**config.mk**
```make
export PLATFORM = sky130hd
export DESIGN_NAME = reg_write_decoder
export DESIGN_NICKNAME = d
export VERILOG_FILES = /design/src/rtl/regfile_pkg.sv /design/src/rtl/decoder5_32.sv /design/src/rtl/reg_write_decoder.sv
export SDC_FILE = /design/constraint.sdc
export NUM_CORES = 1
export LEC_CHECK = 0
export CAP_MARGIN = 20
export CORE_ASPECT_RATIO = 1.75
export CORE_MARGIN = 3
export CORE_UTILIZATION = 35
export CTS_CLUSTER_DIAMETER = 120
export DETAILED_ROUTE_END_ITERATION = 7
export GPL_ROUTABILITY_DRIVEN = 1
export HOLD_SLACK_MARGIN = 0.12
export PLACE_DENSITY_LB_ADDON = 0.1
export SLEW_MARGIN = 20
export SYNTH_ARGS = -nofsm -noshare
export SYNTH_HDL_FRONTEND = slang
export SYNTH_HIERARCHICAL = 1
export SYNTH_SLANG_ARGS = --single-unit
```
**constraint.sdc**
```tcl
create_clock -name clk -period 3 [get_ports clk]
set_clock_uncertainty 0.15 [all_clocks]
set_input_delay 0.6 -clock clk [delete_from_list [all_inputs] [get_ports clk]]
set_output_delay 0.6 -clock clk [all_outputs]
set_load 0.05 [all_outputs]
```
**src/rtl/regfile_pkg.sv**
```systemverilog
// Shared register-file constants, also used by the register-file read path.
//   NUM_REGS  : number of architectural registers
//   ADDR_W    : register address width
//   XZR_ADDR  : zero register. It is never written and never tracked as busy.
package regfile_pkg;

    localparam int unsigned NUM_REGS = 32;
    localparam int unsigned ADDR_W   = 5;
    localparam logic [ADDR_W-1:0] XZR_ADDR = 5'd31;

    // True for any register that can really hold a value, which excludes XZR.
    function automatic logic is_writable(input logic [ADDR_W-1:0] addr);
        return addr != XZR_ADDR;
    endfunction

endpackage

```
**src/rtl/decoder5_32.sv**
```systemverilog
// Combinational 5-to-32 one-hot decoder with an enable input.
//   en     : the decode is active only when en is high
//   addr   : register address
//   onehot : bit addr is set when en=1. The output stays all-zero for XZR.
module decoder5_32
    import regfile_pkg::*;
(
    input  logic                en,
    input  logic [ADDR_W-1:0]   addr,
    output logic [NUM_REGS-1:0] onehot
);

    always_comb begin
        onehot = '0;
        if (en && is_writable(addr)) begin
            onehot[addr] = 1'b1;
        end
    end

endmodule

```
**src/rtl/reg_write_decoder.sv**
```systemverilog
// Writeback decoder and busy-register scoreboard for the register file.
//   clk, reset          : single clock, synchronous active-high reset
//   wr_en/addr/data     : writeback request
//   rsv_en/addr         : issue-stage reservation of a destination register
//   rd_addr_a/b         : source registers checked for a RAW hazard
//   reg_we              : registered one-hot write enable. It is never set for XZR.
//   reg_wdata           : registered write data. It holds its value when wr_en=0.
//   busy                : scoreboard of pending writes
//   stall               : combinational hazard flag taken from the registered busy
module reg_write_decoder
    import regfile_pkg::*;
#(
    parameter int unsigned WIDTH = 64
) (
    input  logic                clk,
    input  logic                reset,
    input  logic                wr_en,
    input  logic [ADDR_W-1:0]   wr_addr,
    input  logic [WIDTH-1:0]    wr_data,
    input  logic                rsv_en,
    input  logic [ADDR_W-1:0]   rsv_addr,
    input  logic [ADDR_W-1:0]   rd_addr_a,
    input  logic [ADDR_W-1:0]   rd_addr_b,
    output logic [NUM_REGS-1:0] reg_we,
    output logic [WIDTH-1:0]    reg_wdata,
    output logic [NUM_REGS-1:0] busy,
    output logic                stall
);

    logic [NUM_REGS-1:0] wr_onehot;
    logic [NUM_REGS-1:0] rsv_onehot;

    decoder5_32 u_wr_dec (
        .en     (wr_en),
        .addr   (wr_addr),
        .onehot (wr_onehot)
    );

    decoder5_32 u_rsv_dec (
        .en     (rsv_en),
        .addr   (rsv_addr),
        .onehot (rsv_onehot)
    );

    always_ff @(posedge clk) begin
        if (reset) begin
            reg_we    <= '0;
            reg_wdata <= '0;
            busy      <= '0;
        end else begin
            reg_we <= wr_onehot;
            if (wr_en) begin
                reg_wdata <= wr_data;
            end
            // The clear is applied before the set, so a new reservation on the
            // register being written back in the same cycle keeps its bit set.
            busy <= (busy & ~wr_onehot) | rsv_onehot;
        end
    end

    // The decoders never produce bit XZR, so busy[31] stays zero.
    always_comb begin
        stall = (is_writable(rd_addr_a) && busy[rd_addr_a]) ||
                (is_writable(rd_addr_b) && busy[rd_addr_b]);
    end

endmodule
```
==> results of run 1 <==
==> final cells by class <==
cell class                      instances  share of cell area (%)
Multi-Input combinational cell        358                    27.9
Inverter                               32                    1.49
Timing Repair Buffer                  226                    28.0
Sequential cell                       128                    31.9
Tap cell                              177                    2.76
Clock inverter                         12                    2.27
Clock buffer                           20                    5.68
==> cell usage after synthesis (2+ instances only) <==
cell / count
a21oi_1: 32
buf_1: 4
buf_2: 9
buf_4: 3
buf_6: 3
clkbuf_1: 16
conb_1: 2
dfxtp_1: 128
inv_1: 32
mux2i_1: 72
mux4_2: 11
nand2_1: 4
nand2b_1: 4
nand3b_1: 5
nand4_1: 2
nand4b_1: 8
nand4bb_1: 6
nor2_1: 193
o211ai_1: 3
o21ai_0: 2
o21ai_1: 3
or4b_1: 2
==> worst paths after layout <==
path	end	depth (start not counted)	slack, ns	startpoint
setup / recovery	stall	6	0.10	rd_addr_a[2]
hold / removal	reg_wdata[19]	2	0.34	reg_wdata[19]
setup reg to reg	busy[9]	3	2.06	busy[9]
hold reg to reg	reg_wdata[19]	2	0.34	reg_wdata[19]
==> what timing repair did <==
item / in CTS / in global routing
endpoints found under the setup margin: 1 / 1
resized for setup: 8 / 1
pin swaps: 2 / 0
hold buffers: 0 / 0
==> worst min-delay path, delay by kind of cell, from the launching register on <==
kind	cells	cell delay, ns
flops	1	0.32
mux	1	0.06
simple gates	1	0.07
==> stage by stage <==
step	setup WS, ns	util [%]	total power (W)	area [um2]	hold slack (ns)
floorplan	0.239	-	0.00223	5100	0.583
global placement	-0.166	52.6	0.00252	7390	0.321
detailed placement	-0.185	52.6	0.00253	7390	0.335
CTS	0.00604	57.2	0.00476	8030	0.349
global route	0.0267	57.2	0.00487	8040	0.365
finish	0.104	57.2	0.00470	8040	0.341
==> state kept, by name, summed over array words and instances, names as in the netlist <==
signal,count
reg_wdata,64
busy,32
reg_we,32
==> per-layer routing <==
metal	vias up	GRT usage [%]	share of wire, %
met3	36	6.44	7.1
met4	0	9.76	3.5
met1	2209	19.2	35
met2	194	39.1	55
li1	2238	-	-
met5	-	0	0
==> logic make-up after synthesis <==
logic type | Yosys count | synth area share, %
multiplexers | 85 | 19.7
AO/OA/AOI/OAI | 43 | 4.56
other | 2 | 0.147
buffers and inverters | 67 | 5.81
AND/OR/NAND/NOR | 228 | 19.5
flip-flops | 128 | 50.2
==> power groups by stage <==
stage | combinational (W) | sequential, W | clock [W]
floorplan | 0.000194 | 0.00204 | 0
global placement | 0.000689 | 0.00183 | 0
detailed placement | 0.000696 | 0.00183 | 0
CTS | 0.000699 | 0.00180 | 0.00226
global route | 0.000729 | 0.00180 | 0.00233
finish | 0.000693 | 0.00180 | 0.00221
==> out/qor.yml, run 1 <==
synth_async_sr_flop_share_pct: 0
cts_tree: "done"
netlist.area_leader.share_pct: 50.2
routed_wl_mm: 16.7
max_stage_delay_ns: 0.51
power_frac_seq_pct: 38.2
irDropWorstVdd_uv: 372
fp-row-count: 57
io_buffers: 216
ys_seq_elements: 128
placed_cells: 921
syn_nets: 641
initial_utilization_pct: 36.3
nFillCells: 1252
power.internal_w: 0.00349
first_iter_violations: 155
antenna_found_initial: 0
ys_seq_area_share_pct: 50.2
syn_inst: 553
synthFlopType: "dfxtp_1"
report.final.slew_viol_count: 0
dr.pass1.iters: 4
synthesis.area_um2: 5100
max_slew_margin_pct: 59.4
die_area_um2: 16100
die_x_um: 97.3
synth.area.top_cells: "dfxtp_1, nor2_1, mux2i_1"
post_drt_via_cell_ratio: 4.91
grt_pass1_vias: 4855
clkTransAtPathRegs_ns: 0.06
crit_buf_inv: 2
clock_path_buffers: 2
wl_per_cell_um: 17.5
drive_above_1_share_pct: 7.47
min_period_ns: 2.90
gp_congestion: 0.903
grt_pass1_wl_mm: 26.0
ant_nets: 0
slowest_stage: "mux4_2"
cp-start-kind: "input port"
placeableCoreArea_um2: 14000
final_common_cell: "clkdlybuf4s50_1"
via_count: 4677
avgSynthCellArea_um2: 9.23
p_clk_share_pct: 47.0
final_cell_mix: "clkdlybuf4s50_1, nor2_1, dfxtp_1"
path_max_fanout: 2
cts_setup_buffers: 0
yosysWarnings: 6
diodes: 0
worstPathRequired_ns: 2.25
swShare_pct: 25.8
worstPathCellList: "dlygate4sd2_1 -> mux4_2 -> mux2_2 -> o211ai_1 -> nand4b_1 -> buf_6"
root_buffer: "clkbuf_16"
globalRoute.totalOverflow: 0
worst_slew_pin_slew_ns: 0.610
hp-class: "flip-flop to flip-flop"
seq_area_um2: 2560
pwr-share-comb_pct: 14.8
maxCapViolCount: 0
multi_input_area_um2: 2240
ios: 217
final_cells: 953
fmax_mhz: 345
cts_buffers: 17
setup_tns_ns: 0
arrival_ns: 2.15
cts_htree_levels: 4
status: "completed"
yosysTopAreaCell: "dfxtp_1"
finalCritPeriodShare_pct: 96.5
cp_top_family: "multiplexers"
rsz0062_at_grt: "false"
pwr_density_cell_nw_per_um2: 585
worstSkewPairLatency_ns: 0.40
critical_path_class: "input port to output port"
hpwl_mm: 12.7
p_switching_w: 0.00121
drcViolationCount: 0
area_growth_pct: 57.5
hold_viol: 0
synthDistinctLibCells: 31
end_kind: "output port"
grt_max_degree: 78
grtUsageTotal_pct: 20.4
clkSinkCount: 128
die_h_um: 166
synth_enable_flop_cells: 0
nNetsFinal: 851
setup_viol: 0
p_leak_nw: 3.17
Note: power is estimated with default switching activity, not from simulation.
==> run 2: changes to the inputs <==
--- a/config.mk
+++ b/config.mk
@@ -5,6 +5,7 @@
 export SDC_FILE = /design/constraint.sdc
 export NUM_CORES = 1
 export LEC_CHECK = 0
+export ABC_CLOCK_PERIOD_IN_PS = 3000
 export CAP_MARGIN = 20
 export CORE_ASPECT_RATIO = 1.75
 export CORE_MARGIN = 3
==> results of run 2 <==
The final DEF is identical to that of run 1; final timing and power are the same.
==> RTL edit (config.mk and constraints of run 1) <==
The package constant `NUM_REGS` goes from 32 to 16.
--- a/src/rtl/regfile_pkg.sv
+++ b/src/rtl/regfile_pkg.sv
@@ -5,5 +5,5 @@
 package regfile_pkg;
 
-    localparam int unsigned NUM_REGS = 32;
+    localparam int unsigned NUM_REGS = 16;
     localparam int unsigned ADDR_W   = 5;
     localparam logic [ADDR_W-1:0] XZR_ADDR = 5'd31;
Interface: changed (resized busy and reg_we); port bits go from 217 to 185. No check against the original RTL was run, so the function may have changed too.
==> RTL edit against run 1 <==
Via count decreased by 29%. Worst hold slack gained 0.00067 ns. Setup slack lost 0.0014 ns. Clock power shrank 48%. Combinational power is 13% lower. Routed wire length fell by 32%. Cell area shrank 26%. Total power shrank 34%. Count of clock-buffer cells in the layout down 11. Highest routed layer unchanged. Synthesized cell count is 32% lower. Register-to-register slack better by 0.09 ns. Sequential cell count shrank 32. Synthesized area decreased by 28%.
==> RTL edit: results <==
set metrics [dict create \
    hold-path-endpoint "reg_wdata[55]$_SDFFE_PP0P_" \
    cp-startpoint "rd_addr_b[0]" \
    synth.top_cells.by_count "120 x sky130_fd_sc_hd__nor2_1, 96 x sky130_fd_sc_hd__dfxtp_1, 64 x sky130_fd_sc_hd__mux2i_1" \
    fin_worst_hold_slack_ns 0.342 \
    placedInstanceArea_um2 5650 \
    place.gp.congestion 0.942 \
    htree_levels 3 \
    first_global_vias 3492 \
    netlist_top_cells_area "sky130_fd_sc_hd__dfxtp_1 52%, sky130_fd_sc_hd__mux2i_1 17%, sky130_fd_sc_hd__nor2_1 12%" \
    worst-path-max-fanout 7 \
    met3_usage_in_global_routing_pct 5.50 \
    post_synthesis_net_count 465 \
    synth_seq_area_share_pct 52.0 \
    worst_ir_drop_vdd_mv 0.355 \
    antenna_found_initial 1 \
    global_route.usage.met1_pct 18.4 \
    outcome "complete, no violations" \
    first_pass_grt_wire_length_um 18000 \
    post-dp-hpwl_um 8680 \
    static-leakage-power_nw 2.40 \
    cts-resized-gates 4 \
    crit-reg2reg-launch "busy[2]$_SDFF_PP0_" \
    filler_free_cell_count_of_the_finished_design 690 \
    post_synth_cell_types 27 \
    final_nets 645 \
    reg2reg_to "busy[2]$_SDFF_PP0_" \
    portBuffers 184 \
    slew-limit-headroom_pct 62.8 \
    fillers 950 \
]
-- RTL edit: cell types whose count changed after synthesis, moves of 7 or more --
cell	change
sky130_fd_sc_hd__clkbuf_1	-7
sky130_fd_sc_hd__mux2i_1	-8
sky130_fd_sc_hd__inv_1	-14
sky130_fd_sc_hd__nor3_1	+7
sky130_fd_sc_hd__a21oi_1	-16
sky130_fd_sc_hd__dfxtp_1	-32
sky130_fd_sc_hd__mux4_2	-8
sky130_fd_sc_hd__nor2_1	-73
-- RTL edit: through the flow --
step	setup slack [ns]	utilization [%]	setup TNS, ns
floorplan	0.436	-	0
global placement	-0.187	54.9	-0.187
detailed placement	-0.219	54.9	-0.219
CTS	0.0681	57.8	0
global route	0.000698	57.8	0
finish	0.103	57.8	0
-- RTL edit: worst register-to-register path, delay by kind of cell, from the launching register on --
kind	cells	cell delay, ns
flip-flops	1	0.37
AO/OA/AOI/OAI	1	0.16
AND/OR/NAND/NOR	1	0.06
-- RTL edit: per-layer routing --
metal,vias to the layer above,part of all wire [%]
met5,-,0
met4,0,3.1
met3,23,6.4
met2,129,57
met1,1547,33
li1,1612,-
-- RTL edit: power by group --
part	internal [mW]	leakage (nW)	switching [mW]
Combinational	0.261	1.46	0.339
Sequential	1.33	0.787	0.0291
Clock	0.655	0.147	0.509
-- RTL edit: cell families after synthesis --
logic type / Yosys count / synth area share, %
AOI/OAI and AO/OA: 22 / 3.72
buffers and inverters: 37 / 4.20
DFF: 96 / 52.0
muxes: 72 / 22.3
and+or+nand+nor: 150 / 17.8
-- RTL edit: layout make-up --
class,instances,area share (%)
Sequential cell,96,32.3
Timing Repair Buffer,188,31.7
Multi-Input combinational cell,244,27.1
Clock buffer,9,3.78
Tap cell,127,2.67
Clock inverter,7,1.30
Inverter,18,1.13
Antenna cell,1,0.0420
